File: config.mk
export PLATFORM = sky130hd
export DESIGN_NAME = ram_port_arbiter
export DESIGN_NICKNAME = d
export VERILOG_FILES = /design/src/rtl/arch_defs_pkg.sv /design/src/rtl/ram_port_arbiter.sv
export SDC_FILE = /design/constraint.sdc
export NUM_CORES = 1
export LEC_CHECK = 0
export BUFFER_PORTS_ARGS = -buffer_cell sky130_fd_sc_hd__buf_4
export CAP_MARGIN = 5
export CORE_UTILIZATION = 37
export DETAILED_ROUTE_END_ITERATION = 10
export MAX_ROUTING_LAYER = met4
export PLACE_DENSITY = 0.85
export SKIP_LAST_GASP = 1
export SLEW_MARGIN = 20
export SYNTH_ARGS = -nofsm -noshare
export SYNTH_HDL_FRONTEND = slang
export SYNTH_SLANG_ARGS = --single-unit
File: constraint.sdc
create_clock -name clk -period 4 [get_ports clk]
set_input_delay 0.2 -clock clk [delete_from_list [all_inputs] [get_ports clk]]
set_output_delay 0.2 -clock clk [all_outputs]
set_load 0.01 [all_outputs]
File: src/rtl/arch_defs_pkg.sv
// Shared architecture constants and the RAM port arbiter state encoding.
package arch_defs_pkg;

  localparam int DATA_WIDTH = 8;
  localparam int ADDR_WIDTH = 4;

  typedef enum logic [2:0] {
    IDLE,
    CPU_ACC,
    CPU_ACK,
    LDR_ACC,
    LDR_ACK
  } arb_state_t;

endpackage

File: src/rtl/ram_port_arbiter.sv
// Single-port RAM arbiter between the CPU and the debug/program loader.
// Each access runs arbitrate -> access -> acknowledge.
//
// state   | meaning
// --------+--------------------------------------------------------------
// IDLE    | arbitrate; lock and starvation decide the winner
// CPU_ACC | CPU we/addr/wdata on the RAM port, RAM samples at cycle end
// CPU_ACK | cpu_ack pulse, cpu_rdata carries ram_rdata
// LDR_ACC | loader we/addr/wdata on the RAM port
// LDR_ACK | ldr_ack pulse, ldr_rdata carries ram_rdata
module ram_port_arbiter #(
  parameter int DATA_WIDTH   = arch_defs_pkg::DATA_WIDTH,
  parameter int ADDR_WIDTH   = arch_defs_pkg::ADDR_WIDTH,
  parameter int STARVE_LIMIT = 4
) (
  input  logic                  clk,
  input  logic                  reset,
  input  logic                  cpu_req,
  input  logic                  cpu_we,
  input  logic [ADDR_WIDTH-1:0] cpu_addr,
  input  logic [DATA_WIDTH-1:0] cpu_wdata,
  output logic                  cpu_ack,
  output logic [DATA_WIDTH-1:0] cpu_rdata,
  output logic                  cpu_stall,
  input  logic                  ldr_req,
  input  logic                  ldr_we,
  input  logic [ADDR_WIDTH-1:0] ldr_addr,
  input  logic [DATA_WIDTH-1:0] ldr_wdata,
  output logic                  ldr_ack,
  output logic [DATA_WIDTH-1:0] ldr_rdata,
  input  logic                  ldr_lock,
  output logic                  ram_we,
  output logic [ADDR_WIDTH-1:0] ram_addr,
  output logic [DATA_WIDTH-1:0] ram_wdata,
  input  logic [DATA_WIDTH-1:0] ram_rdata
);
  import arch_defs_pkg::*;

  localparam int SCW = $clog2(STARVE_LIMIT + 1);

  arb_state_t     state, next_state;
  logic [SCW-1:0] starve_cnt;
  logic           lock_held;
  logic           starve_hit;
  logic           cpu_grant, ldr_grant;

  assign starve_hit = (starve_cnt == SCW'(STARVE_LIMIT));
  assign cpu_stall  = cpu_req & (state != CPU_ACK);

  always_ff @(posedge clk or negedge reset) begin
    if (!reset) state <= IDLE;
    else        state <= next_state;
  end

  // Loader wins while it holds the lock, when the CPU is absent, or once starved.
  always_comb begin
    next_state = state;
    cpu_grant  = 1'b0;
    ldr_grant  = 1'b0;
    case (state)
      IDLE: begin
        if (ldr_req && (lock_held || !cpu_req || starve_hit)) begin
          ldr_grant  = 1'b1;
          next_state = LDR_ACC;
        end else if (cpu_req && !lock_held) begin
          cpu_grant  = 1'b1;
          next_state = CPU_ACC;
        end
      end
      CPU_ACC: next_state = CPU_ACK;
      CPU_ACK: next_state = IDLE;
      LDR_ACC: next_state = LDR_ACK;
      LDR_ACK: next_state = IDLE;
      default: next_state = IDLE;
    endcase
  end

  always_comb begin
    ram_we    = 1'b0;
    ram_addr  = '0;
    ram_wdata = '0;
    cpu_ack   = 1'b0;
    cpu_rdata = '0;
    ldr_ack   = 1'b0;
    ldr_rdata = '0;
    case (state)
      CPU_ACC: begin
        ram_we    = cpu_we;
        ram_addr  = cpu_addr;
        ram_wdata = cpu_wdata;
      end
      LDR_ACC: begin
        ram_we    = ldr_we;
        ram_addr  = ldr_addr;
        ram_wdata = ldr_wdata;
      end
      CPU_ACK: begin
        cpu_ack   = 1'b1;
        cpu_rdata = ram_rdata;
      end
      LDR_ACK: begin
        ldr_ack   = 1'b1;
        ldr_rdata = ram_rdata;
      end
      default: ;
    endcase
  end

  // Lock is taken on a locked loader grant and dropped in IDLE once ldr_lock falls.
  always_ff @(posedge clk or negedge reset) begin
    if (!reset) begin
      starve_cnt <= '0;
      lock_held  <= 1'b0;
    end else if (state == IDLE) begin
      if (ldr_grant)
        starve_cnt <= '0;
      else if (cpu_grant && ldr_req && !starve_hit)
        starve_cnt <= starve_cnt + SCW'(1);

      if (ldr_grant && ldr_lock)
        lock_held <= 1'b1;
      else if (!ldr_lock)
        lock_held <= 1'b0;
    end
  end

endmodule

# Yosys cells after proc, flatten, opt, wreduce, memory -nomap -nowiden

Cells that the tools add are included.

Reductions and logical operators: 14
Bitwise logic cells: 1
Equal/unequal tests: 8
Add/sub/neg operators: 1
Mux-type cells: 19

Operators by type and width:

| cell                                                                  | number |
|---|---|
| 8-bit 2-to-1 mux                                                      | 2 |
| 8-bit one-hot mux with 2 select lines                                 | 1 |
| 3-bit 2-to-1 mux                                                      | 4 |
| 1-bit 2-to-1 mux                                                      | 9 |
| 3-bit one-hot mux with 3 select lines                                 | 1 |
| 4-bit one-hot mux with 2 select lines                                 | 1 |
| 3-bit by 2-bit equality test with 1-bit output, second input constant | 2 |
| 3-bit equality test, second input constant                            | 2 |
| 1-bit logical AND                                                     | 5 |
| 2-bit AND reduction                                                   | 2 |
| 3-bit by 1-bit adder with 3-bit output, second input constant         | 1 |
| 3-bit by 1-bit equality test with 1-bit output, second input constant | 1 |
| 1-bit zero test                                                       | 3 |
| 3-bit zero test                                                       | 1 |
| 3-bit by 2-bit != test with 1-bit output, second input constant       | 1 |
| 3-bit != test, second input constant                                  | 1 |
| 1-bit logical OR                                                      | 2 |
| 2-bit by 1-bit != test with 1-bit output, second input constant       | 1 |
| 1-bit one-hot mux with 2 select lines                                 | 1 |
| 2-bit nonzero test                                                    | 1 |
| 1-bit bitwise AND                                                     | 1 |

Register bits after elaboration: 7
Logic and storage cells: 46
Input bits: 39

# Depth between registers and ports, before layout

Gate-level depths: netlist (run 1).

Word-level depth: 10
Gate-level depth with buffers: 5
Mapped depth without buffers: 5

# Worst setup path before layout (run 1)

No wires, ideal clock.

Path type: flip-flop to output port
From: register state[1]
To: output port cpu_rdata[0]
Cell stages (with the launch flop): 5
Required time: 3.800 ns
Arrival time: 1.234 ns
Slack: 2.566 ns
Path buffers: 1
Cell sequence: dfrtp_1 buf_2 inv_1 nor3_2 and2_1

Word-level cells in the longest chain between the ends: 2

RTL lines:

| element                                        | RTL line               | source |
|---|---|---|
| start, declared                                | ram_port_arbiter.sv:41 | `arb_state_t state, next_state;` |
| start signal, assigned                         | ram_port_arbiter.sv:52 | `else state <= next_state;` |
| 3-bit by 2-bit equality test with 1-bit output | ram_port_arbiter.sv:86 | `case (state)` |
| 8-bit 2-to-1 mux                               | ram_port_arbiter.sv:86 |  |
| end, declared                                  | ram_port_arbiter.sv:23 | `output logic [DATA_WIDTH-1:0] cpu_rdata,` |

Every way passes these cells.

# Worst setup path in the final report (run 1)

From: register state[1]
To: output port cpu_rdata[4]

Same word-level chain as after synthesis.

==> results of run 1 <==
[critical path, stage by stage, from the launching register on]
cell	delay, ns
dfrtp_1	0.90
inv_1	0.16
nor3_2	0.45
and2_1	0.21
buf_4	0.12
[synth_stat cells]
master	instances
o21a_1	1
o21ai_0	2
nand3_1	2
nor2b_1	2
nor3b_2	1
a21oi_2	1
and2_1	16
nand2_1	2
nand4_1	2
clkbuf_1	1
a21o_1	1
nor4_1	1
or4_1	1
buf_2	2
dfrtp_1	7
nor3_2	1
nor4b_2	1
nor2_1	17
nand4b_1	1
or4b_1	1
mux2i_1	13
nand2b_1	1
ha_1	2
inv_1	3
[final cells by class]
type,instances,share of cell area
Clock buffer,4,0.0210
Inverter,3,0.00900
Multi-Input combinational cell,69,0.377
Sequential cell,7,0.140
Tap cell,25,0.0250
Timing Repair Buffer,71,0.428
[power by group]
| part | internal [mW] | switching [mW] |
|---|---|---|
| registers | 0.0968 | 0.0615 |
| clock network | 0.0381 | 0.0260 |
| logic | 0.211 | 0.173 |
| total | 0.346 | 0.260 |
[timing repair]
action | in CTS | in global routing
hold buffers | 1 | 0
hold endpoints to repair | 7 | 0
endpoints found under the setup margin | 0 | 0
[per-stage QoR]
step | setup slack (ns) | utilization | area (sq um) | hold slack [ns]
3_5_place_dp | 1.92 | 0.711 | 1210 | 0.0178
5_1_grt | 1.53 | 0.733 | 1250 | 0.255
6_report | 1.69 | 0.733 | 1250 | 0.245
4_1_cts | 1.65 | 0.733 | 1250 | 0.233
3_3_place_gp | 2.07 | 0.711 | 1210 | 0.0165
2_1_floorplan | 2.57 | - | 672 | -0.0956
[state kept, by name, indices dropped and copies added, names as in the netlist]
signal,cells
lock_held,1
starve_cnt,3
state,3
[routing by layer]
metal  part of all wire  GRT usage  up-vias
met5                  0          -        -
met4             0.0065     0.0727        0
met3              0.099     0.0694        2
met2               0.52      0.374       54
met1               0.37      0.211      365
li1                   -          -      427
[worst paths after layout]
path / start / end / depth (start not counted) / slack (ns)
min reg2reg: lock_held$_DFFE_PN0P_ / lock_held$_DFFE_PN0P_ / 1 / 0.50
max reg2reg: state[1]$_DFFE_PN0P_ / lock_held$_DFFE_PN0P_ / 3 / 2.28
min in group asynchronous: reset / starve_cnt[1]$_DFFE_PN0P_ / 2 / 0.29
max in group asynchronous: reset / state[2]$_DFFE_PN0P_ / 2 / 3.58
min: ldr_req / state[0]$_DFFE_PN0P_ / 3 / 0.24
max: state[1]$_DFFE_PN0P_ / cpu_rdata[4] / 4 / 1.69
[cell families (layout without fill, tap and decap cells)]
kind of cell	after synthesis	in the layout
simple gates	49	49
mux	13	13
flops	7	7
buf+inv	6	78
compound gates	5	5
fa+ha+maj	2	2
==> impl_metrics.toml, run 1 <==
[run_status]
status = "finished, final reports clean"

[logic_synthesis]
avgSynthCellArea_sq_um = 8.19
synth_area_sq_um = 672
yosys.area.top_type = "dfrtp_1"
muxShareOfSynthArea = 0.194
synth_compound_area_frac = 0.0503
ys_top_cells_by_area = "dfrtp_1, mux2i_1, and2_1"
synth-seq-cells = 7
syn_inst = 82
seq_area_frac_synth = 0.261
synth_fa_ha_area_frac = 0.0372
yosysWarnings = 0
yosysTopAreaCellShare = 0.261
synth_top_family_by_area = "simple AND/OR/NAND/NOR gates"
synthXorXnorAreaFrac = 0
synth_cell_types = 24
synthSimpleGateAreaFrac = 0.421
syn_nets = 123

[drt]
route.vias.total = 848
drc = 0
viasPerCell = 4.74
dr.pass1.iters = 4
drt_wl_total_um = 2000
wl_per_cell_um = 11.2
drt-initial-drc-count = 11
antenna_left = 0

[sta]
post-route-period-util = 0.577
maxSlewHeadroom = 0.430
fin_setup_tns_ns = 0
skew_ns = 0.00379
maxSlewViolCount = 0
rsz0062_at_grt = "false"
hold_viol_final = 0
tightest_slew_ns = 0.855
setup_viol = 0
fmax_mhz = 433
fin_crit_ns = 2.31

[final_layout]
antenna_cells = 0
final_common_cell = "buf_4"
area_growth_pct = 86.2
multi_input_area_sq_um = 472
num-fill-cells = 132
final_cell_mix = "buf_4, nor2_1, and2_1, mux2i_1, dfrtp_1"
ff_latch_area_sq_um = 175
layout.cells.non_filler = 179
final_layout_size_suffix_gt1_frac = 0.500
nets = 196

[critical_path]
cp.required_ns = 3.80
start_kind = "flip-flop"
arrival_ns = 2.11
critPathMaxFanout = 20
worst-setup-path-type = "flip-flop to output port"
end_kind = "output port"

[cts]
clock_latency_ns = 0.25
ctsResizeCount = 0
cts-htree-levels = 1
cts-root-buf = "clkbuf_4"
path_clk_slew_ns = 0.05
clockBufferDepth = 2
cts_setup_buffers = 0
cts_buffers = 3
cts.sinks = 7
cts_tree = "built"

[global_routing]
grt-ovfl-total = 0
grt_pass1_wl_um = 2900
antenna_found_initial = 0
grt.total_usage = 0.209
grt_max_degree = 21
grt_pass1_vias = 681

[worst_hold_path]
min_path_type = "primary input to flip-flop"

[job]
cap_violations = 0

[die]
ios = 71
die_x_um = 44.6
die_y_um = 44.6
num_rows = 15
dieArea_sq_um = 1990
start_util = 0.393
core_sq_um = 1710

[placement]
dp_cells = 174
io_buffer_count = 70
place_congestion = 0.756
place_hpwl_um = 1660

[power_and_ir_drop]
p_leak_nw = 0.670
power-per-cell-area_nw_per_um2 = 485
power.total_uw = 607
ir_drop_v = 0.000385
Note: power is estimated with default switching activity, not from simulation.
==> run 2: changes to the inputs <==
--- a/config.mk
+++ b/config.mk
@@ -7,10 +7,10 @@
 export LEC_CHECK = 0
 export BUFFER_PORTS_ARGS = -buffer_cell sky130_fd_sc_hd__buf_4
 export CAP_MARGIN = 5
-export CORE_UTILIZATION = 37
+export CORE_UTILIZATION = 31
 export DETAILED_ROUTE_END_ITERATION = 10
 export MAX_ROUTING_LAYER = met4
-export PLACE_DENSITY = 0.85
+export PLACE_DENSITY = 0.76
 export SKIP_LAST_GASP = 1
 export SLEW_MARGIN = 20
 export SYNTH_ARGS = -nofsm -noshare
==> constraint.sdc (replaced) <==
create_clock -name clk -period 1.9 [get_ports clk]
set_input_delay 0.095 -clock clk [delete_from_list [all_inputs] [get_ports clk]]
set_output_delay 0.095 -clock clk [all_outputs]
set_load 0.01 [all_outputs]
==> impl_metrics.toml, run 2 (synthesis gave the netlist of run 1 again) <==
[run_status]
status = "finished, final reports clean"

[cts]
clockBufferDepth = 2
cts_buffers = 3
clock_latency_ns = 0.25
cts_setup_buffers = 0
cts-root-buf = "clkbuf_4"
cts.sinks = 7
cts-htree-levels = 1
path_clk_slew_ns = 0.06
cts_tree = "built"

[power_and_ir_drop]
power-per-cell-area_nw_per_um2 = 1020
p_leak_nw = 0.679
power.total_mw = 1.30
ir_drop_v = 0.000505

[placement]
place_hpwl_um = 1720
io_buffer_count = 70
place_congestion = 0.678
place_ws_ns = 0.405

[final_layout]
nets = 197
num-fill-cells = 179
ff_latch_area_sq_um = 175
antenna_cells = 0
final_common_cell = "buf_4"
top_regs = "starve_cnt: 3 flops, state: 3 flops, lock_held: 1 flops"
area_growth_pct = 88.8
final_cell_mix = "buf_4, nor2_1, and2_1, mux2i_1, dfrtp_1"
final_layout_size_suffix_gt1_frac = 0.510
multi_input_area_sq_um = 478

[global_routing]
grt-ovfl-total = 0
antenna_found_initial = 0
grt_pass1_vias = 814
grt.total_usage = 0.182
grt_max_degree = 15
grt_pass1_wl_um = 3330

[die]
dieArea_sq_um = 2360
die_y_um = 48.6
core_sq_um = 2000
ios = 71
die_x_um = 48.6
num_rows = 16
start_util = 0.336

[critical_path]
critPathMaxFanout = 10
end_kind = "output port"
start_kind = "flip-flop"
worst-setup-path-type = "flip-flop to output port"
arrival_ns = 1.53
cp.required_ns = 1.80

[sta]
post-route-period-util = 0.853
tightest_slew_ns = 0.483
hold_viol_final = 0
skew_ns = 0.0108
finalWorstSetupSlack_ns = 0.280
setup_viol = 0
maxSlewHeadroom = 0.678
rsz0062_at_grt = "false"
fmax_mhz = 617
maxSlewViolCount = 0
fin_crit_ns = 1.62
fin_setup_tns_ns = 0

[drt]
antenna_left = 0
route.vias.total = 859
viasPerCell = 4.72
wl_per_cell_um = 11.1
dr.pass1.iters = 3
drt-initial-drc-count = 4
drt_wl_total_um = 2020
drc = 0

[worst_hold_path]
min_path_type = "primary input to flip-flop"

[job]
cap_violations = 0
-- run 2: metrics by stage --
step	cell area (sq um)	instances	util	hold slack, ns
floorplan	672	82	-	-0.201
global route	1270	182	0.634	0.133
global placement	1220	177	0.612	-0.0882
CTS	1260	182	0.631	0.136
detailed placement	1220	177	0.612	-0.0876
finish	1270	182	0.634	0.134
-- run 2: repair_timing --
item	CTS	global route
hold buffers	1	0
setup endpoints to repair	0	4
resized for setup	0	1
hold endpoints to repair	7	0
-- run 2: metal layers --
| layer | global-route usage | share of wire | vias to the layer above |
|---|---|---|---|
| met5 | - | 0 | - |
| met4 | 0.0441 | 0.0069 | 0 |
| met3 | 0.0409 | 0.089 | 2 |
| met2 | 0.357 | 0.52 | 53 |
| met1 | 0.180 | 0.38 | 377 |
| li1 | - | - | 427 |
-- run 2: cell type report --
| cell class | count | share of cell area |
|---|---|---|
| repair buffers | 72 | 0.428 |
| multi-input cells | 69 | 0.377 |
| clock inverters | 1 | 0.00394 |
| well taps | 27 | 0.0266 |
| inverters | 3 | 0.00888 |
| clock buffers | 3 | 0.0178 |
| flip-flops and latches | 7 | 0.138 |
-- run 2: final timing paths --
kind	from	slack, ns	depth (start not counted)	to
max	state[1]$_DFFE_PN0P_	0.28	4	cpu_rdata[3]
min	ldr_lock	0.13	3	lock_held$_DFFE_PN0P_
max reg2reg	state[1]$_DFFE_PN0P_	0.39	4	starve_cnt[1]$_DFFE_PN0P_
min reg2reg	lock_held$_DFFE_PN0P_	0.50	1	lock_held$_DFFE_PN0P_
max in group asynchronous	reset	1.58	2	state[1]$_DFFE_PN0P_
min in group asynchronous	reset	0.19	2	state[0]$_DFFE_PN0P_
-- run 2: worst max-delay path, stage by stage, from the launching register on --
cell,delay (ns)
dfrtp_1,0.52
inv_1,0.14
nor3_4,0.32
and2_1,0.18
buf_4,0.12
-- run 2: where the power goes --
part           total, mW  internal [mW]  switching (mW)
Sequential         0.290          0.205          0.0857
Clock              0.138         0.0772          0.0612
Combinational      0.871          0.456           0.415
Total               1.30          0.738           0.562
